[src/rtl/ram_point_streamer.sv]
// Streams points from two paired SRAMs through a 2-deep FIFO to the core.
// Define STREAMER_PT_CNT_EN to add the point_cnt transferred-point counter.
module ram_point_streamer #(
    parameter int addrWidth    = 9,
    parameter int dataWidth    = 91,
    parameter int ram_word_len = 50
) (
    input  logic                    clk,
    input  logic                    rst_n,
    input  logic                    start,
    input  logic                    abort,
    input  logic [addrWidth-1:0]    first_ram_addr,
    input  logic [addrWidth-1:0]    last_ram_addr,
    output logic [addrWidth-1:0]    ram_addr,
    output logic                    csb,
    output logic                    oeb,
    output logic                    web,
    input  logic [ram_word_len-1:0] ram1_dout,
    input  logic [ram_word_len-1:0] ram2_dout,
    output logic [dataWidth-1:0]    point_data,
    output logic                    point_valid,
    input  logic                    point_ready,
    output logic                    point_last,
`ifdef STREAMER_PT_CNT_EN
    output logic [addrWidth:0]      point_cnt,
`endif
    output logic                    busy,
    output logic                    done,
    output logic                    addr_err
);
    localparam int HiW = dataWidth - ram_word_len;

    typedef enum logic [1:0] {
        IDLE,
        READ,
        DRAIN,
        DONE
    } state_t;

    state_t               r_state;
    logic [addrWidth-1:0] r_addr;
    logic [addrWidth-1:0] r_last_addr;
    logic                 r_busy;
    logic                 r_done;
    logic                 r_addr_err;

    logic                 r_pend;
    logic                 r_pend_last;
    logic [dataWidth-1:0] r_fifo_data [2];
    logic [1:0]           r_fifo_last;
    logic                 r_wr_ptr;
    logic                 r_rd_ptr;
    logic [1:0]           r_cnt;

    logic                 w_pop;
    logic                 w_issue;
    logic                 w_at_last;
    logic                 w_flush;
    logic                 w_head_last;
    logic [2:0]           w_credit;
    logic [dataWidth-1:0] w_merged;
    logic                 w_unused;

    assign w_merged    = {ram2_dout[HiW-1:0], ram1_dout};
    assign w_unused    = ^ram2_dout[ram_word_len-1:HiW];
    assign w_head_last = r_fifo_last[r_rd_ptr];
    assign w_pop       = (r_cnt != 2'd0) && point_ready;
    assign w_at_last   = (r_addr == r_last_addr);
    assign w_flush     = abort && ((r_state == READ) || (r_state == DRAIN));

    // Occupancy after this edge plus the read still in the SRAM; a pop this
    // cycle frees its slot so a ready core sees one point per cycle.
    assign w_credit = {1'b0, r_cnt} + {2'b00, r_pend} - {2'b00, w_pop};
    assign w_issue  = (r_state == READ) && !abort && (w_credit < 3'd2);

    // Select is combinational so the SRAM samples on the deciding edge.
    assign csb         = !w_issue;
    assign oeb         = !w_issue;
    assign web         = 1'b1;
    assign ram_addr    = r_addr;
    assign point_valid = (r_cnt != 2'd0);
    assign point_data  = r_fifo_data[r_rd_ptr];
    assign point_last  = point_valid && w_head_last;
    assign busy        = r_busy;
    assign done        = r_done;
    assign addr_err    = r_addr_err;

    always_ff @(posedge clk or negedge rst_n) begin
        if (!rst_n) begin
            r_state     <= IDLE;
            r_addr      <= '0;
            r_last_addr <= '0;
            r_busy      <= 1'b0;
            r_done      <= 1'b0;
            r_addr_err  <= 1'b0;
        end else begin
            r_done <= 1'b0;
            unique case (r_state)
                IDLE: begin
                    if (start) begin
                        r_busy <= 1'b1;
                        if (first_ram_addr <= last_ram_addr) begin
                            r_state     <= READ;
                            r_addr      <= first_ram_addr;
                            r_last_addr <= last_ram_addr;
                            r_addr_err  <= 1'b0;
                        end else begin
                            r_state    <= DONE;
                            r_done     <= 1'b1;
                            r_addr_err <= 1'b1;
                        end
                    end
                end
                READ: begin
                    if (abort) begin
                        r_state <= IDLE;
                        r_busy  <= 1'b0;
                    end else if (w_issue) begin
                        if (w_at_last) begin
                            r_state <= DRAIN;
                        end else begin
                            r_addr <= r_addr + 1'b1;
                        end
                    end
                end
                DRAIN: begin
                    if (abort) begin
                        r_state <= IDLE;
                        r_busy  <= 1'b0;
                    end else if (w_pop && w_head_last) begin
                        r_state <= DONE;
                        r_done  <= 1'b1;
                    end
                end
                DONE: begin
                    r_state <= IDLE;
                    r_busy  <= 1'b0;
                end
            endcase
        end
    end

    always_ff @(posedge clk or negedge rst_n) begin
        if (!rst_n) begin
            r_pend      <= 1'b0;
            r_pend_last <= 1'b0;
            r_fifo_data <= '{default: '0};
            r_fifo_last <= '0;
            r_wr_ptr    <= 1'b0;
            r_rd_ptr    <= 1'b0;
            r_cnt       <= 2'd0;
        end else if (w_flush) begin
            r_pend      <= 1'b0;
            r_pend_last <= 1'b0;
            r_wr_ptr    <= 1'b0;
            r_rd_ptr    <= 1'b0;
            r_cnt       <= 2'd0;
        end else begin
            r_pend      <= w_issue;
            r_pend_last <= w_issue && w_at_last;
            if (r_pend) begin
                r_fifo_data[r_wr_ptr] <= w_merged;
                r_fifo_last[r_wr_ptr] <= r_pend_last;
                r_wr_ptr              <= ~r_wr_ptr;
            end
            if (w_pop) begin
                r_rd_ptr <= ~r_rd_ptr;
            end
            r_cnt <= r_cnt + {1'b0, r_pend} - {1'b0, w_pop};
        end
    end

`ifdef STREAMER_PT_CNT_EN
    logic [addrWidth:0] r_pt_cnt;

    always_ff @(posedge clk or negedge rst_n) begin
        if (!rst_n) begin
            r_pt_cnt <= '0;
        end else if ((r_state == IDLE) && start) begin
            r_pt_cnt <= '0;
        end else if (w_pop && !w_flush) begin
            r_pt_cnt <= r_pt_cnt + 1'b1;
        end
    end

    assign point_cnt = r_pt_cnt;
`endif

endmodule

[config.mk]
export PLATFORM = sky130hd
export DESIGN_NAME = ram_point_streamer
export DESIGN_NICKNAME = d
export VERILOG_FILES = /design/src/rtl/ram_point_streamer.sv
export SDC_FILE = /design/constraint.sdc
export NUM_CORES = 1
export LEC_CHECK = 0
export BUFFER_PORTS_ARGS = -buffer_cell sky130_fd_sc_hd__buf_2
export CAP_MARGIN = 25
export CORE_MARGIN = 3
export CORE_UTILIZATION = 35
export CTS_CLUSTER_SIZE = 24
export DETAILED_ROUTE_END_ITERATION = 10
export SYNTH_ARGS = -nofsm -noshare
export SYNTH_HDL_FRONTEND = slang
export SYNTH_SLANG_ARGS = --single-unit
[constraint.sdc]
create_clock -name clk -period 3.28 [get_ports clk]
set_input_delay 0 -clock clk [delete_from_list [all_inputs] [get_ports clk]]
set_output_delay 0 -clock clk [all_outputs]
set_load 0.005 [all_outputs]
==> results.ini <==
[pwr]
fin_total_pwr_mw=12.1
p_per_cell_area_nw_per_um2=909
leakage_power_nw=6.33
peakVddDrop_v=0.000540

[worst_setup_path]
critPathRequiredTime_ns=3.67
worst_setup_path_start_kind=flop
crit_path_max_fanout=16
timing.setup.critical_path_class=flop to flop
worstPathArrival_ns=3.44
end_kind=flop

[clocking]
insertion_delay_ns=0.50
max-clock-path-buffers=3
numClockSinks=213
ctsRootBufferMaster=clkbuf_16
cts_tree=yes
htreeDepth=1
tritoncts_buffer_count=25
clk_pin_slew_ns=0.06

[placement]
post_dp_hpwl_um=14200
post-place-cells=1259
globalplace.congestion=0.741
dpl_cell_area_sq_um=11300
port_buffers=220
pre_cts_slack_ns=0.155

[die]
rows=60
core_sq_um=27300
die_width_um=173
dieArea_sq_um=30000
floorplan.initialDensity=0.359
top_level_ports=231
die_h_um=173

[synth]
synth_cell_types=45
yosysMostFrequentCell=mux2_2
syn-instance-count=691
synth_area_leaders=dfrtp_1 (54%), mux2_2 (32%), ha_1 (1.9%), mux2i_1 (1.1%), mux2_1 (1.0%)
synthArstFlopShare=1.00
synthesis.yosys.warnings=0
synth_flop_cell=dfrtp_1
mappedNetlistArea_sq_um=9790
synthDominantCellAreaShare=0.544
synth-edff-count=0
ys_seq_elements=213
synth.yosys.seq_area_share=0.544
synthesis.area_per_instance_sq_um=14.2
synth_top_area_cell=dfrtp_1
synth_commonest_cells=mux2_2 (276), dfrtp_1 (213), inv_1 (20), nand3_1 (20), buf_2 (18)
net_count_synth=830

[detailed_routing]
count_of_nets_left_with_antenna_violations_after_detail_routing=0
drt_first_pass_iters=4
avg_vias_per_cell=4.67
routed_wire_length_per_instance_um=15.7
drt_wl_total_um=22200
drt_first_iter_violations=275
vias=6624
remaining_drc_errors=0

[finish]
area_delta_synth_final_pct=35.6
n_antenna_cell=0
finalInstanceArea_sq_um=13300
fin_nets=1167
final_layout_size_suffix_gt1_frac=0.540
final_cell_count_no_fill=1418
fill_cell_count=2435
final_core_util=0.487

[sta]
setup_tns_ns=0
maxSlewHeadroom=0.404
final-max-slew-violation-count=0
post-route-min-period_ns=3.05
setup_viol_count_final=0
clock.fmax_mhz=327
finalClockSkew_ns=0.00981
final.period_utilization=0.931
fin_ws_ns=0.227
hold_slack_ns=0.195
number_of_hold_violations_in_the_final_report=0
worst_slew_pin_slew_ns=0.893

[grt]
number_of_antenna_violations_at_the_first_check_in_global_routing=0
grt_pass1_vias=7159
largest_net_degree_at_the_start_of_global_routing=110
gr-usage-all-layers=0.149
grt_pass1_wl_um=37500
global_route.overflow_total=0

[status]
run_status=completed

[flow_run]
max_cap_viol_count=0

[min_path]
hold_class=input port to asynchronous set/reset pin

## flip-flops by register name (all words and copies together), names as in the netlist
| name | flops |
|---|---|
| r_pend_last | 1 |
| r_rd_ptr | 1 |
| ram_addr | 9 |
| r_fifo_last | 2 |
| r_pend | 1 |
| addr_err | 1 |
| r_cnt | 2 |
| r_last_addr | 9 |
| busy | 1 |
| r_wr_ptr | 1 |
| r_state | 2 |
| done | 1 |
| r_fifo_data | 182 |
## final timing paths
kind / from / slack [ns] / depth (start not counted) / endpoint
worst max-delay path: r_cnt[1] / 0.23 / 17 / ram_addr[7]
worst min-delay path: rst_n / 0.19 / 2 / r_fifo_data[72]
worst max register to register: r_cnt[1] / 0.23 / 17 / ram_addr[7]
worst min register to register: r_fifo_data[12] / 0.50 / 1 / r_fifo_data[12]
max in group asynchronous: rst_n / 2.19 / 3 / r_fifo_data[23]
min in group clk: last_ram_addr[2] / 0.26 / 3 / r_last_addr[2]
## metal layers
metal  up-vias  track usage  routed length, um
li1       3149            -                  -
met1      3291        0.198              10200
met2       155        0.253              10600
met3        29       0.0293               1000
met4         0       0.0284                406
met5         -            0                  0
## cell usage in the layout, fill, tap and decap left out, types with 3 or more instances in the layout
| master | count |
|---|---|
| buf_2 | 219 |
| clkinv_2 | 12 |
| clkbuf_8 | 5 |
| dlygate4sd3_1 | 113 |
| buf_12 | 3 |
| ha_1 | 15 |
| nor2_1 | 9 |
| clkbuf_16 | 25 |
| dfrtp_1 | 211 |
| a21oi_1 | 12 |
| mux2_2 | 276 |
| inv_1 | 20 |
| buf_4 | 12 |
| xor2_1 | 8 |
| nand3_1 | 19 |
| mux2_1 | 9 |
| nand3b_1 | 8 |
| nand2_1 | 9 |
| xnor2_1 | 3 |
| mux2i_1 | 11 |
| clkbuf_1 | 3 |
| nor3b_1 | 6 |
## logic make-up after synthesis
family | count (synthesis) | synth area share
xor gates and xnor gates | 12 | 0.0107
adders and majority gates | 16 | 0.0212
other | 1 | 0.000383
AOI/OAI and AO/OA | 25 | 0.0156
and+or+nand+nor | 70 | 0.0417
buffers and inverters | 58 | 0.0272
DFF | 213 | 0.544
muxes | 296 | 0.339
## worst max-delay path, cell delays in order, from the launching register on
cell and delay (ns):
dfrtp_2 0.45, nor2_2 0.12, inv_1 0.06, nand2_1 0.08, inv_1 0.04, ha_1 0.26
inv_1 0.06, ha_1 0.13, inv_1 0.05, fa_1 0.40, xnor2_2 0.16, and3_4 0.21
inv_1 0.08, o22ai_1 0.13, o32a_1 0.25, buf_12 0.17, mux2i_1 0.20, nand3_1 0.08
## repair_timing
action / CTS / global route
endpoints found under the hold margin: 314 / 0
resized for setup: 0 / 3
setup buffers: 0 / 1
setup endpoints to repair: 0 / 7
hold buffers: 113 / 0
## power breakdown
group	switching (mW)	internal [mW]	leakage, nW
Clock	1.07	1.56	0.401
Sequential	0.680	3.93	2.68
Combinational	1.95	2.88	3.25
## area by class of cell
cell class / instances / area (sq um) / area share
flip-flops and latches: 213 / 5340 / 0.402
repair buffers: 348 / 2390 / 0.180
well taps: 372 / 465 / 0.0351
inverters: 20 / 75.1 / 0.00566
clock buffers: 32 / 692 / 0.0521
multi-input cells: 420 / 4230 / 0.318
clock inverters: 13 / 90.1 / 0.00679
Power figures use the tool's default switching activity.
